===== src/rtl/spi_pkg.sv =====
// Shared state encoding and default parameter values for the SPI arbiter.
package spi_pkg;

  localparam int N_REQ_DEF          = 4;
  localparam int DATA_W_DEF         = 8;
  localparam int TIMEOUT_CYCLES_DEF = 1024;

  typedef enum logic [2:0] {
    IDLE,
    LOAD,
    START,
    WAIT_LOW,
    WAIT_HIGH,
    RESP
  } state_e;

endpackage


===== src/rtl/spi_rr_arbiter.sv =====
// Round-robin winner search: first requester strictly after last_grant, wrapping at N_REQ-1.
module spi_rr_arbiter import spi_pkg::*; #(
  parameter int N_REQ = N_REQ_DEF
) (
  input  logic [N_REQ-1:0]         req,
  input  logic [$clog2(N_REQ)-1:0] last_grant,
  output logic [$clog2(N_REQ)-1:0] grant,
  output logic                     any_req
);

  localparam int IDX_W = $clog2(N_REQ);

  always_comb begin
    int j;
    grant   = '0;
    any_req = 1'b0;
    j       = 0;
    for (int i = 1; i <= N_REQ; i++) begin
      j = int'(last_grant) + i;
      if (j >= N_REQ) j = j - N_REQ;
      if (!any_req && req[j[IDX_W-1:0]]) begin
        any_req = 1'b1;
        grant   = j[IDX_W-1:0];
      end
    end
  end

endmodule


===== src/rtl/spi_arbiter.sv =====
// Round-robin arbiter sharing one SPI master among N_REQ requesters.
// Optional watchdog on the chip-select waits: define SPI_ARBITER_TIMEOUT_EN.
module spi_arbiter import spi_pkg::*; #(
  parameter int N_REQ          = N_REQ_DEF,
  parameter int DATA_W         = DATA_W_DEF,
  parameter int TIMEOUT_CYCLES = TIMEOUT_CYCLES_DEF
) (
  input  logic                          clk,
  input  logic                          reset,
  input  logic [N_REQ-1:0]              req,
  input  logic [N_REQ-1:0][DATA_W-1:0]  req_data,
  output logic [N_REQ-1:0]              ack,
  output logic [DATA_W-1:0]             rsp_data,
  output logic                          rsp_err,
  output logic                          busy,
  output logic                          m_start,
  output logic [DATA_W-1:0]             m_din,
  input  logic                          m_cs,
  input  logic [DATA_W-1:0]             m_dout
);

  localparam int IDX_W = $clog2(N_REQ);

  state_e           state, state_nxt;
  logic [IDX_W-1:0] last_grant, rr_grant, pick, win_idx;
  logic             any_req, cs_q, cs_rise, tmo, in_wait;

  spi_rr_arbiter #(.N_REQ(N_REQ)) u_rr (
    .req        (req),
    .last_grant (last_grant),
    .grant      (rr_grant),
    .any_req    (any_req)
  );

  assign in_wait = (state == WAIT_LOW) || (state == WAIT_HIGH);
  assign cs_rise = m_cs && !cs_q;

`ifdef SPI_ARBITER_TIMEOUT_EN
  localparam int CNT_W = $clog2(TIMEOUT_CYCLES + 1);
  logic [CNT_W-1:0] cnt;
  logic             err_q;

  // counts cycles spent in either wait state; fires on the last one
  always_ff @(posedge clk or negedge reset) begin
    if (!reset)       cnt <= '0;
    else if (in_wait) cnt <= cnt + 1'b1;
    else              cnt <= '0;
  end

  assign tmo = in_wait && (cnt == CNT_W'(TIMEOUT_CYCLES - 1));

  always_ff @(posedge clk or negedge reset) begin
    if (!reset)                             err_q <= 1'b0;
    else if (state == WAIT_HIGH && cs_rise) err_q <= 1'b0;
    else if (tmo)                           err_q <= 1'b1;
  end

  assign rsp_err = (state == RESP) && err_q;
`else
  assign tmo     = 1'b0;
  assign rsp_err = 1'b0;
`endif

  always_ff @(posedge clk or negedge reset) begin
    if (!reset) state <= IDLE;
    else        state <= state_nxt;
  end

  always_comb begin
    state_nxt = state;
    case (state)
      IDLE:      if (any_req) state_nxt = LOAD;
      LOAD:      state_nxt = START;
      START:     state_nxt = WAIT_LOW;
      WAIT_LOW:  if (tmo) state_nxt = RESP;
                 else if (!m_cs) state_nxt = WAIT_HIGH;
      WAIT_HIGH: if (cs_rise || tmo) state_nxt = RESP;
      RESP:      state_nxt = IDLE;
      default:   state_nxt = IDLE;
    endcase
  end

  always_ff @(posedge clk or negedge reset) begin
    if (!reset) begin
      pick       <= '0;
      win_idx    <= '0;
      last_grant <= IDX_W'(N_REQ - 1);
      m_din      <= '0;
      rsp_data   <= '0;
      cs_q       <= 1'b1;
    end else begin
      cs_q <= m_cs;
      if (state == IDLE && any_req) pick <= rr_grant;
      // data is captured here so a requester may drop req once granted
      if (state == LOAD) begin
        win_idx <= pick;
        m_din   <= req_data[pick];
      end
      if (state == WAIT_HIGH && cs_rise) rsp_data <= m_dout;
      else if (tmo)                      rsp_data <= '0;
      if (state == RESP) last_grant <= win_idx;
    end
  end

  assign busy    = (state != IDLE);
  assign m_start = (state == START);
  assign ack     = (state == RESP) ? (N_REQ'(1) << win_idx) : '0;

endmodule


===== config.mk =====
export PLATFORM = sky130hd
export DESIGN_NAME = spi_arbiter
export DESIGN_NICKNAME = d
export VERILOG_FILES = /design/src/rtl/spi_pkg.sv /design/src/rtl/spi_rr_arbiter.sv /design/src/rtl/spi_arbiter.sv
export SDC_FILE = /design/constraint.sdc
export NUM_CORES = 1
export LEC_CHECK = 0
export BUFFER_PORTS_ARGS = -buffer_cell sky130_fd_sc_hd__clkbuf_2
export CAP_MARGIN = 30
export CORE_UTILIZATION = 42
export DETAILED_ROUTE_END_ITERATION = 7
export GPL_ROUTABILITY_DRIVEN = 0
export PLACE_DENSITY = 0.75
export SLEW_MARGIN = 20
export SYNTH_ARGS = -nofsm -noshare
export SYNTH_HDL_FRONTEND = slang
export SYNTH_SLANG_ARGS = --single-unit

===== constraint.sdc =====
create_clock -name clk -period 1.7 [get_ports clk]
set_input_delay 0.17 -clock clk [delete_from_list [all_inputs] [get_ports clk]]
set_output_delay 0.17 -clock clk [all_outputs]
set_load 0.01 [all_outputs]

==> out/qor.txt, run 1 <==
Critical Path Sink Type: flip-flop
Tmin final: 1554 ps
Clock sink count: 26
Synthesized area: 1350 um^2
Ratio of cells with drive above 1 in the final layout: 59.55%
Grt ovf: 0
Final instance area: 1794 um^2
Antenna cells: 0
Initial antenna violation count: 0
Slowest stage delay, CP: 490 ps
DRC: 0
Final Skew: 3.053 ps
Tightest Pin Transition: 637.1 ps
CP cell instances: or3_4, or2_4, o31a_1
Antenna Nets Post-Route: 0
DP HPWL: 2311 um
Most frequent cells in the layout: 68 x clkbuf_2, 22 x dfrtp_1, 16 x mux2_2, 8 x mux4_2, 7 x o21ai_0
Syn_nets: 154
Clk buf depth: 2
Post-synth top area share: 42.63%
Crit Path Category: reg2reg
Buffers on Ports: 68
Initial core utilization: 44.22%
Seq pwr share: 44.2%
Final Cycle Share: 91.42%
Synth area leaders: dfrtp_1 43%, mux2_2 13%, mux4_2 13%
P_int: 1.742 mW
Status: finished clean
GRT Overall Usage: 18.36%
Worst-path fanout max: 7
# IOs: 70
Fill cell count: 277
Worst hold path class: in2reg
Hold depth: 2
P_leak: 0.8714 nW
Area Overhead vs Synth: 32.90%
First drt pass iteration count: 4
VDD IR max: 0.8426 mV
Largest net degree at the start of global routing: 27
FMAX: 643.4 MHz
CTS root buffer: clkbuf_4
Clock slew at reported path FFs: 130 ps
Count of final setup violators: 0
Cell Rows: 20
DR WL/cell: 12.72 um
Post-Synthesis Cells: 107
Clock power share: 9.5%
Final hold viol count: 0
Placed Instance Area: 1729 um^2
Distinct cell type count after synthesis: 33
Post-synth top area cell: dfrtp_1
Setup TNS: 0 ps
RSZ-0062 raised after global routing: no
Worst hold slack: 81.98 ps
Clock latency on the worst-skew pair: 310 ps
Required time of the critical path: 1910 ps
CP max-delay cell: dfrtp_1
Critical Path AT: 1760 ps
Vias in the first global route: 1126
Vias: 1121
Seq/Total Area, Yosys: 48.47%
TritonCTS clock tree: yes
Placed Instances: 216
DR vias/cell: 5.050
Syn Area/Cell: 12.62 um^2
Synth Warn #: 0
CTS buffer count: 3
First-pass GRT wire length: 4747 um
Max-slew headroom: 57.53%
R2R depth: 3
First DRT Iteration DRCs: 56
Drt total wl: 2824 um
Die area: 3445 um^2
Most common cell after layout, fill and taps aside: clkbuf_2
Finished Layout Cells: 222
Final Max Slew Viols: 0
Post-CTS Setup Bufs: 0
Die height: 58.70 um
Final Net Count: 226
Core Area: 3053 um^2
Switch Pwr: 985.9 uW
CTS H-tree lvls: 1
Power Density: 1520 nW/um^2
Comb pwr share: 46.2%
Switching Fraction: 36.14%
DIE WIDTH: 58.70 um
FF+latch count, synth: 26
MaxCap Viol Count: 0
Startpoint types: flip-flop
power by group through the flow:
stage / sequential, mW / clock [mW] / combinational, mW
after floorplan: 1.18 / 0 / 0.856
after global placement: 1.19 / 0 / 1.21
after detailed placement: 1.21 / 0 / 1.26
after CTS: 1.20 / 0.276 / 1.26
after global routing: 1.25 / 0.301 / 1.38
final: 1.21 / 0.260 / 1.26
sequential cells by signal (all words and copies together) (netlist names):
register    cells
m_din           8
cs_q            1
last_grant      2
state           3
pick            2
rsp_data        8
win_idx         2
cell usage after synthesis (all sizes together):
master	instances
buf	4
o21a	1
o21ai	7
o31a	1
inv	4
nand3b	2
nand2b	1
mux2	16
dfrtp	23
a22o	2
o22ai	2
nor2	3
o211ai	1
or2b	1
a21oi	2
mux2i	1
nand2	6
nor3	6
nor3b	1
nand3	1
or2	1
nand4b	1
or3	1
o22a	1
dfstp	3
nor2b	2
a211oi	1
conb	1
nor4	1
mux4	8
clkbuf	2
timing repair:
item / 4_1_cts / 5_1_grt
resized for setup: 0 / 4
endpoints found under the setup margin: 0 / 6
endpoints found under the hold margin: 24 / 0
hold buffers: 2 / 0
area by class of cell:
type | instances | area, um^2 | area share (%)
Multi-Input combinational cell | 71 | 659.4 | 36.75
Sequential cell | 26 | 655.6 | 36.54
Timing Repair Buffer | 73 | 382.9 | 21.34
Tap cell | 44 | 55.05 | 3.068
Clock buffer | 4 | 26.28 | 1.464
Inverter | 4 | 15.01 | 0.8368
layer usage:
layer	vias to the layer above	share of wire, %	GRT usage, %
met2	42	53	32.68
li1	538	-	-
met3	2	5.2	4.396
met5	-	0	0
met1	539	41	21.98
met4	0	0.60	5.782
cells by family (layout without fill, tap and decap cells):
| kind of cell | count (synthesis) | count (layout) | share of synthesized area [%] |
|---|---|---|---|
| muxes | 25 | 25 | 27.43 |
| other | 1 | 1 | 0.2778 |
| and+or+nand+nor | 27 | 27 | 11.31 |
| DFF | 26 | 26 | 48.47 |
| AOI/OAI and AO/OA | 18 | 18 | 8.527 |
| buffers and inverters | 10 | 81 | 3.984 |
critical path: cells and delay by family (launching register included):
family / cells / cell delay [ps]
compound gates: 1 / 300
simple gates: 2 / 670
flops: 1 / 490
per-stage QoR:
step	power (mW)	setup slack [ps]	utilization (%)
6_report	2.728	145.8	58.77
5_1_grt	2.937	38.41	58.77
3_3_place_gp	2.403	103.1	56.64
2_1_floorplan	2.035	211.4	-
3_5_place_dp	2.471	65.74	56.64
4_1_cts	2.740	5.147	58.16
worst paths after layout:
kind	startpoint	end	slack (ps)
worst max register to register	state[0]	pick[0]	150
worst min register to register	rsp_data[7]	rsp_data[7]	530
worst max-delay path	state[0]	pick[0]	150
max in group asynchronous	reset	pick[0]	860
worst min-delay path	m_dout[2]	rsp_data[2]	80
min in group asynchronous	reset	rsp_data[6]	390
(Power assumes the default switching activity.)
==> run 2: changes to the inputs <==
--- a/config.mk
+++ b/config.mk
@@ -8,6 +8,7 @@
 export BUFFER_PORTS_ARGS = -buffer_cell sky130_fd_sc_hd__clkbuf_2
 export CAP_MARGIN = 30
 export CORE_UTILIZATION = 42
+export CTS_BUF_LIST = sky130_fd_sc_hd__clkbuf_16
 export DETAILED_ROUTE_END_ITERATION = 7
 export GPL_ROUTABILITY_DRIVEN = 0
 export PLACE_DENSITY = 0.75
==> run 2 against run 1 <==
Compared with the run above:
- global-route usage up 0.33 points
- count of clock-buffer cells in the layout is 1 lower
- largest cell class is now sequential cells
- worst hold slack got worse by 60 ps
- clock skew is 2.2 ps higher
- cell area grew 1.6%
- wire length increased by 2.7%
- sequential share of layout area down 0.65 points
- clock power rose by 97%
- first-iteration DRC count increased by 3.6%
- critical endpoint is now m_din[2]
- via count grew 1.2%
- sequential power barely moved
==> out/qor.txt, run 2 (synthesis gave the netlist of run 1 again) <==
Final Skew: 5.249 ps (was 3.053 ps)
DRC: 0 (unchanged)
Worst-path fanout max: 10 (was 7)
DR vias/cell: 5.131 (was 5.050)
Die height: 58.70 um (unchanged)
Setup TNS: 0 ps (unchanged)
CTS buffer count: 3 (unchanged)
Antenna Nets Post-Route: 0 (unchanged)
R2r setup slk: 110 ps (was 150 ps)
Drt total wl: 2899 um (was 2824 um)
First-pass GRT wire length: 4802 um (was 4747 um)
Largest net degree at the start of global routing: 27 (unchanged)
Ratio of cells with drive above 1 in the final layout: 58.76% (was 59.55%)
Cell Rows: 20 (unchanged)
Area Overhead vs Synth: 35.03% (was 32.90%)
Vias in the first global route: 1136 (was 1126)
Most common cell after layout, fill and taps aside: clkbuf_2 (unchanged)
Final Cycle Share: 93.67% (was 91.42%)
TritonCTS clock tree: yes (unchanged)
Clock sink count: 26 (unchanged)
First drt pass iteration count: 4 (unchanged)
DP HPWL: 2311 um (unchanged)
Power Density: 1629 nW/um^2 (was 1520 nW/um^2)
Initial core utilization: 44.22% (unchanged)
Clock latency on the worst-skew pair: 260 ps (was 310 ps)
Clock slew at reported path FFs: 60 ps (was 130 ps)
Final Net Count: 225 (was 226)
Vias: 1134 (was 1121)
RSZ-0062 raised after global routing: no (unchanged)
Regs by FF count: m_din (8), rsp_data (8), state (3) (unchanged)
Final Max Slew Viols: 0 (unchanged)
Critical Path Sink Type: flip-flop (unchanged)
Worst hold path class: in2reg (unchanged)
Antenna cells: 0 (unchanged)
DR WL/cell: 13.12 um (was 12.72 um)
Reg area: 654.4 um^2 (was 655.6 um^2)
CTS H-tree lvls: 1 (unchanged)
Startpoint types: flip-flop (unchanged)
CTS root buffer: clkbuf_16 (was clkbuf_4)
Area of the multi-input gates: 646.9 um^2 (was 659.4 um^2)
Core Area: 3053 um^2 (unchanged)
Placed Instance Area: 1729 um^2 (unchanged)
Tightest Pin Transition: 632.7 ps (was 637.1 ps)
Status: finished clean (unchanged)
Tmin final: 1592 ps (was 1554 ps)
Critical Path AT: 1730 ps (was 1760 ps)
VDD IR max: 0.9659 mV (was 0.8426 mV)
# IOs: 70 (unchanged)
FMAX: 628.0 MHz (was 643.4 MHz)
Final instance area: 1823 um^2 (was 1794 um^2)
Count of final setup violators: 0 (unchanged)
MaxCap Viol Count: 0 (unchanged)
First DRT Iteration DRCs: 58 (was 56)
Grt ovf: 0 (unchanged)
Max-slew headroom: 57.82% (was 57.53%)
GRT Overall Usage: 18.69% (was 18.36%)
Die area: 3445 um^2 (unchanged)
Final hold viol count: 0 (unchanged)
Buffers on Ports: 68 (unchanged)
Fill cell count: 271 (was 277)
Required time of the critical path: 1840 ps (was 1910 ps)
Most frequent cells in the layout: 68 x clkbuf_2, 23 x dfrtp_1, 16 x mux2_2, 8 x mux4_2, 7 x o21ai_0 (was 68 x clkbuf_2, 22 x dfrtp_1, 16 x mux2_2, 8 x mux4_2, 7 x o21ai_0)
Clk buf depth: 2 (unchanged)
DIE WIDTH: 58.70 um (unchanged)
Crit Path Category: reg2reg (unchanged)
Initial antenna violation count: 0 (unchanged)
P_leak: 0.8931 nW (was 0.8714 nW)
## run 2: routing by layer
metal,wire length [um],GRT usage [%]
met2,1537,33.33
met3,167,3.736
met1,1164,21.98
met4,29,7.823
met5,0,0
## run 2: stage by stage
step	util (%)	hold slack [ps]	power (mW)	setup slack (ps)	cells
finish	59.71	21.50	2.970	107.6	221
global route	59.71	21.25	3.165	7.164	221
floorplan	-	-125.6	2.035	211.4	107
global placement	56.64	214.3	2.403	103.1	216
detailed placement	56.64	218.9	2.471	65.74	216
CTS	59.55	19.83	2.995	69.57	221
## run 2: worst paths after layout
kind / depth (start not counted) / start / end
setup / recovery: 2 / pick[0] / m_din[2]
hold / removal: 1 / m_cs / cs_q
setup reg to reg: 2 / pick[0] / m_din[2]
hold reg to reg: 1 / m_din[4] / m_din[4]
max in group asynchronous: 2 / reset / m_din[2]
min in group asynchronous: 2 / reset / rsp_data[6]
## run 2: where the power goes
part           internal (mW)  switching, mW
sequential             0.929          0.278
combinational          0.718          0.534
clock                  0.314          0.197
total                   1.96           1.01
## run 2: worst max-delay path, cell delays in order, from the launching register on
cell	delay (ps)
dfrtp_1	640
mux4_2	570
mux2_2	270
## run 2: repair_timing
item	in CTS	in global routing
setup buffers	0	0
hold endpoints to repair	23	0
setup endpoints to repair	0	1
gates resized for setup	0	1
hold buffers	1	0
## run 2: area by class of cell
type	count	share of cell area (%)
Clock buffer	3	4.118
Clock inverter	1	0.2059
Tap cell	44	3.020
Timing Repair Buffer	72	20.45
Inverter	4	0.8236
Multi-Input combinational cell	71	35.48
Sequential cell	26	35.90
